[src/rtl/display_arbiter.sv]
// display_arbiter
// Shares one 4-digit seven-segment display between four requesters using
// round-robin arbitration with a minimum dwell time per owner.
//
// Ports:
//   clk          system clock, all state updates on rising edge
//   reset        asynchronous, active-high reset
//   req[3:0]     request per requester (bit i = requester i)
//   data_in[63:0] requester values, slice i = data_in[16*i +: 16]
//   lock         suppresses dwell-expiry handover while high
//   display_data registered value for the display multiplexer
//   grant[3:0]   registered one-hot owner, 0 when idle
//   owner[1:0]   registered owner index, holds last value when idle
//   valid        registered, 1 when grant is non-zero
module display_arbiter #(
    parameter int          DWELL_CYCLES = 50000000,
    parameter int          DWELL_BITS   = 26,
    parameter logic [15:0] IDLE_VALUE   = 16'h0000
) (
    input  logic        clk,
    input  logic        reset,
    input  logic [3:0]  req,
    input  logic [63:0] data_in,
    input  logic        lock,
    output logic [15:0] display_data,
    output logic [3:0]  grant,
    output logic [1:0]  owner,
    output logic        valid
);

    typedef enum logic [0:0] {
        ST_IDLE = 1'b0,
        ST_HOLD = 1'b1
    } state_t;

    localparam logic [DWELL_BITS-1:0] DWELL_LOAD = DWELL_BITS'(DWELL_CYCLES - 1);
    localparam logic [DWELL_BITS-1:0] CNT_ZERO   = {DWELL_BITS{1'b0}};
    localparam logic [DWELL_BITS-1:0] CNT_ONE    = DWELL_BITS'(1);

    // Round-robin search starting after 'last'; the entry at 'last' itself
    // is tried last. Returns {found, index}.
    function automatic logic [2:0] rr_pick(input logic [3:0] cand, input logic [1:0] last);
        logic       found;
        logic [1:0] idx;
        logic [1:0] win;
        found = 1'b0;
        win   = 2'd0;
        for (int k = 1; k <= 4; k++) begin
            idx = last + 2'(k);
            if (!found && cand[idx]) begin
                found = 1'b1;
                win   = idx;
            end else begin
                found = found;
            end
        end
        return {found, win};
    endfunction

    state_t                state_r, state_s;
    logic [3:0]            grant_r, grant_s;
    logic [1:0]            owner_r, owner_s;
    logic                  valid_r, valid_s;
    logic [15:0]           data_r, data_s;
    logic [DWELL_BITS-1:0] cnt_r, cnt_s;
    logic [1:0]            last_r, last_s;

    logic [2:0]            pick_all_s;
    logic [2:0]            pick_other_s;
    logic [15:0]           own_slice_s;
    logic [15:0]           win_slice_s;
    logic                  take_s;
    logic [1:0]            win_s;

    // Candidate winners: from all requesters (idle) and excluding the owner (hold).
    assign pick_all_s   = rr_pick(req, last_r);
    assign pick_other_s = rr_pick(req & ~(4'b0001 << owner_r), last_r);
    assign own_slice_s  = data_in[{owner_r, 4'b0000} +: 16];
    assign win_slice_s  = data_in[{win_s, 4'b0000} +: 16];

    // Next-state and next-output decisions for the arbitration FSM.
    always_comb begin
        state_s = state_r;
        grant_s = grant_r;
        owner_s = owner_r;
        valid_s = valid_r;
        data_s  = data_r;
        cnt_s   = cnt_r;
        last_s  = last_r;
        take_s  = 1'b0;
        win_s   = 2'd0;

        case (state_r)
            ST_IDLE: begin
                if (pick_all_s[2]) begin
                    take_s = 1'b1;
                    win_s  = pick_all_s[1:0];
                end else begin
                    grant_s = 4'b0000;
                    valid_s = 1'b0;
                    data_s  = IDLE_VALUE;
                end
            end
            ST_HOLD: begin
                if (!req[owner_r]) begin
                    // Owner released: release wins over a simultaneous expiry.
                    if (pick_other_s[2]) begin
                        take_s = 1'b1;
                        win_s  = pick_other_s[1:0];
                    end else begin
                        state_s = ST_IDLE;
                        grant_s = 4'b0000;
                        valid_s = 1'b0;
                        data_s  = IDLE_VALUE;
                    end
                end else if ((cnt_r == CNT_ZERO) && !lock) begin
                    if (pick_other_s[2]) begin
                        take_s = 1'b1;
                        win_s  = pick_other_s[1:0];
                    end else begin
                        cnt_s  = DWELL_LOAD;
                        data_s = own_slice_s;
                    end
                end else if (cnt_r == CNT_ZERO) begin
                    // Locked at expiry: counter parks at zero until lock drops.
                    data_s = own_slice_s;
                end else begin
                    cnt_s  = cnt_r - CNT_ONE;
                    data_s = own_slice_s;
                end
            end
            default: begin
                state_s = ST_IDLE;
                grant_s = 4'b0000;
                valid_s = 1'b0;
                data_s  = IDLE_VALUE;
                cnt_s   = CNT_ZERO;
            end
        endcase

        if (take_s) begin
            state_s = ST_HOLD;
            grant_s = 4'b0001 << win_s;
            owner_s = win_s;
            valid_s = 1'b1;
            data_s  = win_slice_s;
            cnt_s   = DWELL_LOAD;
            last_s  = win_s;
        end else begin
            last_s = last_r;
        end
    end

    // State and output registers; pointer resets to 3 so requester 0 is searched first.
    always_ff @(posedge clk or posedge reset) begin
        if (reset) begin
            state_r <= ST_IDLE;
            grant_r <= 4'b0000;
            owner_r <= 2'd0;
            valid_r <= 1'b0;
            data_r  <= IDLE_VALUE;
            cnt_r   <= CNT_ZERO;
            last_r  <= 2'd3;
        end else begin
            state_r <= state_s;
            grant_r <= grant_s;
            owner_r <= owner_s;
            valid_r <= valid_s;
            data_r  <= data_s;
            cnt_r   <= cnt_s;
            last_r  <= last_s;
        end
    end

    assign display_data = data_r;
    assign grant        = grant_r;
    assign owner        = owner_r;
    assign valid        = valid_r;

endmodule
[config.mk]
export PLATFORM = sky130hd
export DESIGN_NAME = display_arbiter
export DESIGN_NICKNAME = d
export VERILOG_FILES = /design/src/rtl/display_arbiter.sv
export SDC_FILE = /design/constraint.sdc
export NUM_CORES = 1
export LEC_CHECK = 0
export CAP_MARGIN = 40
export CORE_AREA = 2 2 74 104
export CTS_BUF_LIST = sky130_fd_sc_hd__clkbuf_16
export DETAILED_ROUTE_END_ITERATION = 6
export DIE_AREA = 0 0 76 106
export MAX_ROUTING_LAYER = met4
export PLACE_DENSITY = 0.82
export SKIP_CTS_REPAIR_TIMING = 1
export SLEW_MARGIN = 20
export SYNTH_ARGS = -nofsm -noshare
export SYNTH_HDL_FRONTEND = slang
export SYNTH_SLANG_ARGS = --single-unit
[constraint.sdc]
create_clock -name clk -period 3.6 [get_ports clk]
set_input_delay 0.9 -clock clk [delete_from_list [all_inputs] [get_ports clk]]
set_output_delay 0.9 -clock clk [all_outputs]
set_load 0.02 [all_outputs]
Word-level counts from Yosys, hierarchy flattened
Cells that the tools add are included.
{"block": "totals", "regBits": 52, "inputBits": 71, "out_inout_bits": 23, "word_cells": 120}
{"block": "op_classes", "add_sub_neg": 4, "magnitude_cmp": 5, "n_eq_ne": 7, "shifts": 4, "n_mux": 70, "bitwise_logic": 3, "n_reduce_logical": 20}
{"operator": "2-to-1 mux 26 bit", "count": 6}
{"operator": "variable part select 64 x 7 -> 16 bit", "count": 2}
{"operator": "2-to-1 mux 16 bit", "count": 6}
{"operator": "case mux 16 bit (2 select lines)", "count": 1}
{"operator": "2-to-1 mux 1 bit", "count": 28}
{"operator": "zero test 26 bit", "count": 1}
{"operator": "subtractor 26 x 1 -> 26 bit (second input constant)", "count": 1}
{"operator": "2-to-1 mux 2 bit", "count": 12}
{"operator": "binary-select mux 1 bit (select 2 bit)", "count": 9}
{"operator": "2-to-1 mux 4 bit", "count": 4}
{"operator": "less-than comparator 2 x 3 -> 1 bit (second input constant)", "count": 5}
{"operator": "inequality test 3 bit (second input constant)", "count": 3}
{"operator": "case mux 4 bit (2 select lines)", "count": 1}
{"operator": "left shift 1 x 2 -> 4 bit (first input constant)", "count": 2}
{"operator": "logical AND 1 bit", "count": 7}
{"operator": "zero test 1 bit", "count": 7}
{"operator": "inequality test 3 x 2 -> 1 bit (second input constant)", "count": 2}
{"operator": "AND reduction 3 bit", "count": 2}
{"operator": "adder 2 bit (second input constant)", "count": 2}
{"operator": "bitwise AND 4 bit", "count": 1}
{"operator": "inequality test 4 x 2 -> 1 bit (second input constant)", "count": 1}
{"operator": "inequality test 4 bit (second input constant)", "count": 1}
{"operator": "NOT 4 bit", "count": 1}
{"operator": "case mux 1 bit (2 select lines)", "count": 2}
{"operator": "5 further kinds", "count": 6}

Depth between registers and ports, before layout
Gate-level depths: netlist of run 1.
{"block": "depth", "ltp_word": 21, "mapped_depth": 11, "depth_no_buf": 9}

Worst setup path after synthesis of run 1
Ideal clock, no wire load.
{"block": "synth_path", "kind": "input-to-reg", "from": "in req[0]", "to": "reg cnt_r[22]", "setup_ps": 130, "arrival_ps": 2835, "required_ps": 3470, "setup_slack_ps": 635, "stages": 9, "path_buffers": 2, "path_cell_list": "clkbuf_1 -> mux4_2 -> o211ai_1 -> or4_1 -> buf_2 -> nand4_2 -> or4_2 -> xor2_1 -> nand2_1"}
{"block": "synth_between", "elab_chain_cells": 19, "elab_cells_between_ends": 50, "cone_classes": "eq/ne: 2; mux: 32; bitwise: 1; reduce/logical: 15"}
{"item": "start, declared", "line": "22", "rtl": "input logic [3:0] req,"}
{"item": "bitwise AND 4 bit", "line": "77", "rtl": "assign pick_other_s = rr_pick(req & ~(4'b0001 << owner_r), last_r);"}
{"item": "binary-select mux 1 bit (select 2 bit)", "line": "50", "rtl": "if (!found && cand[idx]) begin"}
{"item": "2-to-1 mux 1 bit (not written as such)", "line": "50"}
{"item": "2-to-1 mux 1 bit", "line": "50"}
{"item": "zero test 1 bit", "line": "50"}
{"item": "logical AND 1 bit", "line": "50"}
{"item": "2-to-1 mux 1 bit", "line": "50"}
{"item": "zero test 1 bit", "line": "50"}
{"item": "[3 not listed]"}
{"item": "logical AND 1 bit", "line": "50"}
{"item": "2-to-1 mux 1 bit", "line": "50"}
{"item": "2-to-1 mux 1 bit", "line": "107, 117"}
{"item": "2-to-1 mux 1 bit", "line": "116", "rtl": "end else if ((cnt_r == CNT_ZERO) && !lock) begin"}
{"item": "2-to-1 mux 1 bit", "line": "105", "rtl": "if (!req[owner_r]) begin"}
{"item": "case mux 1 bit (2 select lines)", "line": "93", "rtl": "case (state_r)"}
{"item": "inequality test 3 x 2 -> 1 bit (no source line) (tied with other cells)"}
{"item": "AND reduction 4 bit (no source line)"}
{"item": "end signal, assigned", "line": "170", "rtl": "cnt_r <= cnt_s;"}
{"item": "end, declared", "line": "65", "rtl": "logic [DWELL_BITS-1:0] cnt_r, cnt_s;"}
Parallel ways exist; a longest one is shown, timed or not. The select of a mux whose other input is x is not followed.
A chain may end at the register's enable or synchronous reset.

Worst setup path in the final report of run 1
{"block": "layout_path", "from": "in req[1]", "to": "reg cnt_r[24]"}
Same word-level chain as after synthesis.

==> summary.json, run 1 <==
{
  "synth.lib_cells_used.distinct": {"value": 58},
  "timing.final.crit_period": {"value": 3050, "unit": "ps"},
  "synth_area_leader_cell": {"value": "sky130_fd_sc_hd__dfrtp_1"},
  "synth_seq_area_share": {"value": 38.1, "unit": "%"},
  "worstPathRequired": {"value": 3810, "unit": "ps"},
  "final.setup.tns": {"value": 0, "unit": "ps"},
  "report.final.slew_viol_count": {"value": 0},
  "status": {"value": "completed"},
  "drv_cap": {"value": 0},
  "largest_net_degree_at_the_start_of_global_routing": {"value": 27},
  "reg2reg_slack": {"value": 690, "unit": "ps"},
  "routed_wirelength": {"value": 9040, "unit": "µm"},
  "timing.max_slew.rel_slack": {"value": 50.8, "unit": "%"},
  "asyncSetResetFlopFracSynth": {"value": 100, "unit": "%"},
  "sequential_cell_area": {"value": 0.00130, "unit": "mm²"},
  "multi_input_comb_area": {"value": 0.00192, "unit": "mm²"},
  "post_route_cells_drive_above_1_share": {"value": 14.3, "unit": "%"},
  "areaGrowthSynthToFinish": {"value": 36.8, "unit": "%"},
  "critical_path_peak_fanout": {"value": 6},
  "top_count_cell_post_synth": {"value": "sky130_fd_sc_hd__dfrtp_1"},
  "grt_antenna_before_repair": {"value": 0},
  "ys.warnings.count": {"value": 0},
  "clk_root_buffer_cell": {"value": "sky130_fd_sc_hd__clkbuf_16"},
  "critical_path_class": {"value": "in2reg"},
  "timing.critical_path.from_type": {"value": "primary input"},
  "max_stage_delay_cell_worst_path": {"value": "sky130_fd_sc_hd__mux4_2"},
  "ant_nets": {"value": 0},
  "yosys-top-cells-count": {"value": "50 x sky130_fd_sc_hd__dfrtp_1, 27 x sky130_fd_sc_hd__inv_1, 27 x sky130_fd_sc_hd__nand2_1"},
  "cp_cell_sequence": {"value": "clkdlybuf4s50_1, mux4_2, o211ai_1, or4_1, nand4_2, or2_4, or3_2, a21oi_1"},
  "gr-total-overflow": {"value": 0},
  "ctsLongestPathBuffers": {"value": 2},
  "detail_route.wl_per_cell": {"value": 16.8, "unit": "µm"},
  "cts_max_level": {"value": 2},
  "worstReg2RegStart": {"value": "cnt_r[0]"},
  "clk-insertion-delay-late": {"value": 290, "unit": "ps"},
  "via_density_per_instance": {"value": 5.89},
  "final_min_period_over_clock_period": {"value": 84.8, "unit": "%"},
  "num-fill-cells": {"value": 583},
  "syn_avg_cell_area": {"value": 9.97, "unit": "µm²"},
  "die_width": {"value": 76, "unit": "µm"},
  "p_leak": {"value": 1.81, "unit": "nW"},
  "postSynth.topFlopCell": {"value": "sky130_fd_sc_hd__dfrtp_1"},
  "synth-edff-count": {"value": 0},
  "setup_viol": {"value": 0},
  "cts.clk_slew.worst_paths": {"value": 70, "unit": "ps"},
  "port_buffers": {"value": 93},
  "post_syn_nets": {"value": 416},
  "crit_path_end": {"value": "cnt_r[24]"},
  "fin_area": {"value": 0.00468, "unit": "mm²"},
  "timing.critical_path.arrival": {"value": 3260, "unit": "ps"},
  "via_count_of_the_first_global_routing_pass": {"value": 3441},
  "clock.fmax": {"value": 328, "unit": "MHz"},
  "die-height": {"value": 106, "unit": "µm"},
  "ys_seq_elements": {"value": 52},
  "cts_buffers": {"value": 5},
  "grt_use_total": {"value": 24.2, "unit": "%"},
  "power.total": {"value": 3.23, "unit": "mW"},
  "worstSetupStartpoint": {"value": "req[1]"},
  "critical-path-max-stage-delay": {"value": 540, "unit": "ps"},
  "unrepaired_setup_endpoints_after_global_routing": {"value": "no"},
  "dpl.hpwl": {"value": 6950, "unit": "µm"},
  "worst_pin_slew": {"value": 739, "unit": "ps"},
  "depth_of_the_most_critical_reg_to_reg_path": {"value": 9},
  "vias": {"value": 3174},
  "syn-cell-area": {"value": 0.00342, "unit": "mm²"},
  "cts_tree": {"value": "built"},
  "timing.hold.worst.class": {"value": "reg2reg"},
  "largest_cells_by_area_after_synthesis": {"value": "sky130_fd_sc_hd__dfrtp_1 37%, sky130_fd_sc_hd__mux4_2 11%, sky130_fd_sc_hd__mux2i_1 5.3%"},
  "powerDensity": {"value": 691, "unit": "mW/mm²"},
  "initial_core_util": {"value": 47.7, "unit": "%"},
  "drt-pass1-iter-count": {"value": 4},
  "remaining_drc_errors": {"value": 0},
  "cts_num_sinks": {"value": 52},
  "ioPinCount": {"value": 94},
  "post_synth_inst_count": {"value": 343},
  "detail_route.iter0.violations": {"value": 218},
  "worstReg2RegEnd": {"value": "cnt_r[17]"},
  "crit_path_end_kind": {"value": "flop"},
  "gp_congestion": {"value": 0.879},
  "diodes": {"value": 0},
  "worst_hold_slack_after_final_layout": {"value": 484, "unit": "ps"},
  "core-area": {"value": 0.00718, "unit": "mm²"},
  "vdd.ir_drop.worst": {"value": 0.468, "unit": "mV"},
  "fp-row-count": {"value": 37},
  "num-nets-final": {"value": 514},
  "hold_viol_final": {"value": 0},
  "placed_area": {"value": 0.00452, "unit": "mm²"},
  "grt_first_pass_wirelength": {"value": 15500, "unit": "µm"},
  "clock-skew-final": {"value": 5.94, "unit": "ps"},
  "synth_top_cell_area_share": {"value": 36.6, "unit": "%"},
  "design.die.area": {"value": 0.00806, "unit": "mm²"}
}
[stage by stage]
step	utilization [%]	std cells	setup WS, ps
2_1_floorplan	-	343	635
3_3_place_gp	63.1	530	126
3_5_place_dp	63.1	530	61.2
4_1_cts	65.0	538	369
5_1_grt	65.2	539	378
6_report	65.2	539	547
[where the power goes]
part | total (mW) | internal [mW] | switching [mW]
clock | 0.468 | 0.257 | 0.211
sequential | 0.905 | 0.765 | 0.141
combinational | 1.86 | 0.917 | 0.944
[area by class of cell]
cell class | count | area share, %
clock buffers | 5 | 2.67
clock inverters | 3 | 0.374
inverters | 27 | 2.17
multi-input cells | 242 | 41.1
flip-flops and latches | 52 | 27.9
well taps | 97 | 2.59
repair buffers | 113 | 23.2
[metal layers]
| metal | share of wire, % | track usage (%) | up-vias |
|---|---|---|---|
| li1 | - | - | 1483 |
| met5 | 0 | - | - |
| met1 | 38 | 26.2 | 1578 |
| met4 | 2.0 | 8.96 | 0 |
| met2 | 54 | 43.4 | 97 |
| met3 | 5.6 | 5.52 | 16 |
[flip-flops by register name, summed over array words and instances, names as in the netlist]
| signal | flops |
|---|---|
| valid | 1 |
| grant | 4 |
| state_r | 1 |
| owner | 2 |
| cnt_r | 26 |
| last_r | 2 |
| display_data | 16 |
[worst min-delay path by stage]
stage | cells after the start | start | slack (ps) | to
floorplan | 1 | cnt_r[4] | 470 | cnt_r[4]
global placement | 1 | grant[2] | 460 | grant[2]
detailed placement | 1 | valid | 470 | valid
CTS | 1 | valid | 490 | valid
global route | 1 | grant[2] | 510 | grant[2]
finish | 1 | valid | 480 | valid
[logic make-up (layout without fill, tap and decap cells)]
kind of cell	count (synthesis)	count (layout)	synth area share, %
fa+ha+maj	2	2	0.731
xor+xnor	18	18	4.61
compound gates	80	80	17.2
mux	36	36	16.8
simple gates	106	106	16.9
buf+inv	49	148	5.63
flops	52	52	38.1
[critical path, delay by kind of cell]
| family | cells | cell delay [ps] |
|---|---|---|
| buf+inv | 1 | 430 |
| mux | 1 | 540 |
| simple gates | 4 | 1120 |
| compound gates | 2 | 270 |
[placed cells by master (no fill, tap or decap), types with 12 or more instances in the layout]
master and count:
sky130_fd_sc_hd__nand2_1 27, sky130_fd_sc_hd__clkdlybuf4s50_1 93, sky130_fd_sc_hd__nor2_1 24, sky130_fd_sc_hd__buf_4 19, sky130_fd_sc_hd__mux4_2 17, sky130_fd_sc_hd__inv_1 26
sky130_fd_sc_hd__a22oi_1 17, sky130_fd_sc_hd__mux2i_1 18, sky130_fd_sc_hd__dfrtp_1 50, sky130_fd_sc_hd__xnor2_1 12, sky130_fd_sc_hd__o221ai_1 18
No activity file was read; power rests on OpenSTA's default activity.
==> run 2: changes to the inputs <==
Settings changed: CORE_AREA 2 2 74 104 to 2 2 78 110, DIE_AREA 0 0 76 106 to 0 0 80 112, PLACE_DENSITY 0.82 to 0.77.
Clock period 3.6 ns to 2.79 ns, I/O delays scaled along.
==> run 2 against run 1 <==
  * Hold slack about the same
  * Cell area up 8.1%
  * Register-to-register slack worse by 640 ps
  * Core utilization down 2.0 points
  * Largest cell class unchanged
==> summary.json, run 2 (synthesis results as in run 1) <==
{
  "switch_share": {"value": 38.6, "unit": "%"},
  "ctsLongestPathBuffers": {"value": 2},
  "share_comb_of_total_power": {"value": 61.5, "unit": "%"},
  "critical_path.n_buffers_inverters": {"value": 1},
  "max_reg_flops": {"value": 26},
  "grt_use_total": {"value": 23.2, "unit": "%"},
  "critical-path-max-stage-delay": {"value": 570, "unit": "ps"},
  "via_density_per_instance": {"value": 5.58},
  "cts.clk_slew.worst_paths": {"value": 70, "unit": "ps"},
  "cts_tree": {"value": "built"},
  "report.final.slew_viol_count": {"value": 0},
  "fin_area": {"value": 0.00506, "unit": "mm²"},
  "design.die.area": {"value": 0.00896, "unit": "mm²"},
  "reg2reg_slack": {"value": 50, "unit": "ps"},
  "worstPathRequired": {"value": 2970, "unit": "ps"},
  "max_stage_delay_cell_worst_path": {"value": "sky130_fd_sc_hd__or4_4"},
  "layout.cells.most_common": {"value": "sky130_fd_sc_hd__clkdlybuf4s50_1"},
  "clk_root_buffer_cell": {"value": "sky130_fd_sc_hd__clkbuf_16"},
  "ioPinCount": {"value": 94},
  "clock-skew-final": {"value": 6.12, "unit": "ps"},
  "die_width": {"value": 80, "unit": "µm"},
  "cts_buffers": {"value": 5},
  "setup_viol": {"value": 0},
  "place_worst_setup_slack": {"value": -403, "unit": "ps"},
  "cts_max_level": {"value": 2},
  "vdd.ir_drop.worst": {"value": 0.500, "unit": "mV"},
  "cts_num_sinks": {"value": 52},
  "hold_viol_final": {"value": 0},
  "remaining_drc_errors": {"value": 0},
  "crit_path_leading_delay_family": {"value": "simple AND/OR/NAND/NOR gates"},
  "worstReg2RegEnd": {"value": "cnt_r[11]"},
  "detail_route.iter0.violations": {"value": 122},
  "num-nets-final": {"value": 545},
  "grt_first_pass_wirelength": {"value": 16100, "unit": "µm"},
  "status": {"value": "completed"},
  "cp_cell_sequence": {"value": "or4_4, or4_4, or4_4, nand4_1, buf_4, xor2_1, nor2_1"},
  "clock.fmax": {"value": 364, "unit": "MHz"},
  "timing.hold.worst.class": {"value": "reg2reg"},
  "drv_cap": {"value": 0},
  "seqPwrFrac": {"value": 25.2, "unit": "%"},
  "cpMostUsedCell": {"value": "sky130_fd_sc_hd__or4_4"},
  "vias": {"value": 3206},
  "areaGrowthSynthToFinish": {"value": 47.8, "unit": "%"},
  "port_buffers": {"value": 93},
  "powerDensity": {"value": 900, "unit": "mW/mm²"},
  "mostFrequentLayoutCells": {"value": "90 x sky130_fd_sc_hd__clkdlybuf4s50_1, 50 x sky130_fd_sc_hd__dfrtp_1, 45 x sky130_fd_sc_hd__buf_4, 28 x sky130_fd_sc_hd__inv_1, 27 x sky130_fd_sc_hd__nand2_1"},
  "crit_path_end_kind": {"value": "flop"},
  "placed_cells": {"value": 566},
  "p_leak": {"value": 2.02, "unit": "nW"},
  "final_min_period_over_clock_period": {"value": 98.3, "unit": "%"},
  "final_cell_count_no_fill": {"value": 575},
  "timing.final.crit_period": {"value": 2740, "unit": "ps"},
  "crit_path_end": {"value": "cnt_r[11]"},
  "postLayoutCoreUtil": {"value": 63.2, "unit": "%"},
  "largest_net_degree_at_the_start_of_global_routing": {"value": 29},
  "timing.critical_path.from_type": {"value": "flop"},
  "critical_path_peak_fanout": {"value": 6},
  "timing.critical_path.arrival": {"value": 2930, "unit": "ps"},
  "clk-insertion-delay-late": {"value": 290, "unit": "ps"},
  "timing.max_slew.rel_slack": {"value": 62.6, "unit": "%"},
  "grt_antenna_before_repair": {"value": 0},
  "final.setup.tns": {"value": 0, "unit": "ps"},
  "gr-total-overflow": {"value": 0},
  "fp-row-count": {"value": 39},
  "critical_path_cell_count": {"value": 7},
  "via_count_of_the_first_global_routing_pass": {"value": 3509},
  "diodes": {"value": 0},
  "worst_pin_slew": {"value": 560, "unit": "ps"},
  "worstSetupStartpoint": {"value": "cnt_r[6]"},
  "post-route-worst-setup-slack": {"value": 46.3, "unit": "ps"},
  "clkPwrFrac": {"value": 13.3, "unit": "%"},
  "drt-pass1-iter-count": {"value": 4},
  "net-switching-power": {"value": 1.76, "unit": "mW"},
  "internal-power": {"value": 2.79, "unit": "mW"},
  "die-height": {"value": 112, "unit": "µm"},
  "detail_route.wl_per_cell": {"value": 16.8, "unit": "µm"},
  "routed_wirelength": {"value": 9670, "unit": "µm"},
  "top_register": {"value": "cnt_r"},
  "worstReg2RegStart": {"value": "cnt_r[6]"},
  "unrepaired_setup_endpoints_after_global_routing": {"value": "yes"},
  "post_route_cells_drive_above_1_share": {"value": 22.4, "unit": "%"},
  "ant_nets": {"value": 0},
  "dpl.hpwl": {"value": 7540, "unit": "µm"},
  "depth_of_the_most_critical_reg_to_reg_path": {"value": 7},
  "num-fill-cells": {"value": 695},
  "critical_path_class": {"value": "reg2reg"},
  "timing.hold.worst_path_depth": {"value": 1},
  "placed_area": {"value": 0.00484, "unit": "mm²"},
  "gp_congestion": {"value": 0.973},
  "core-area": {"value": 0.00800, "unit": "mm²"},
  "initial_core_util": {"value": 42.7, "unit": "%"}
}
-- run 2: cell types whose count changed in the layout (fill, tap and decap cells not counted), moves of 3 or more --
cell / previous run / this run
sky130_fd_sc_hd__a22oi_1: 17 / 13
sky130_fd_sc_hd__a22oi_2: 0 / 4
sky130_fd_sc_hd__buf_12: 0 / 6
sky130_fd_sc_hd__buf_4: 19 / 45
sky130_fd_sc_hd__clkdlybuf4s50_1: 93 / 90
sky130_fd_sc_hd__dlymetal6s2s_1: 0 / 3
-- run 2: power by group through the flow --
stage / Clock (mW) / Combinational, mW / Sequential [mW]
after floorplan: 0 / 1.38 / 1.30
after global placement: 0 / 2.67 / 1.15
after detailed placement: 0 / 2.74 / 1.15
after CTS: 0.619 / 2.75 / 1.14
after global routing: 0.641 / 3.03 / 1.17
final: 0.606 / 2.80 / 1.15
-- run 2: per-layer routing --
metal  vias up  part of all wire (%)  global-route usage (%)
met5         -                     0                       -
met4         0                   2.2                    7.34
met3        19                   4.0                    3.57
met2        85                    55                    42.3
met1      1561                    39                    25.3
li1       1541                     -                       -
-- run 2: worst min path at each step --
stage	from	endpoint	slack, ps
after global routing	valid	valid	510
after global placement	valid	valid	460
after CTS	valid	valid	490
final	valid	valid	480
after detailed placement	valid	valid	470
after floorplan	cnt_r[4]	cnt_r[4]	470
-- run 2: worst register-to-register path: stages (launching register included) --
cell and delay (ps):
sky130_fd_sc_hd__dfrtp_1 380, sky130_fd_sc_hd__or4_4 560, sky130_fd_sc_hd__or4_4 510, sky130_fd_sc_hd__or4_4 570, sky130_fd_sc_hd__nand4_1 250, sky130_fd_sc_hd__buf_4 180
sky130_fd_sc_hd__xor2_1 140, sky130_fd_sc_hd__nor2_1 50
-- run 2: final cells by class --
class / instances / area, µm² / share of cell area (%)
clock buffers: 5 / 125 / 2.47
clock inverters: 3 / 16.3 / 0.322
inverters: 27 / 101 / 2.00
multi-input cells: 242 / 1990 / 39.3
flip-flops and latches: 52 / 1300 / 25.8
well taps: 102 / 128 / 2.52
repair buffers: 144 / 1400 / 27.6
-- run 2: per-stage QoR --
stage / power (mW) / hold WS [ps]
floorplan: 2.68 / 467
global placement: 3.82 / 461
detailed placement: 3.89 / 468
CTS: 4.51 / 489
global route: 4.84 / 510
finish: 4.55 / 483
==> run 3: changes to the inputs <==
Settings changed: ABC_CLOCK_PERIOD_IN_PS from default to 2790.
==> results of run 3 <==
No change in the layout: final DEF, timing and power equal those of run 2.
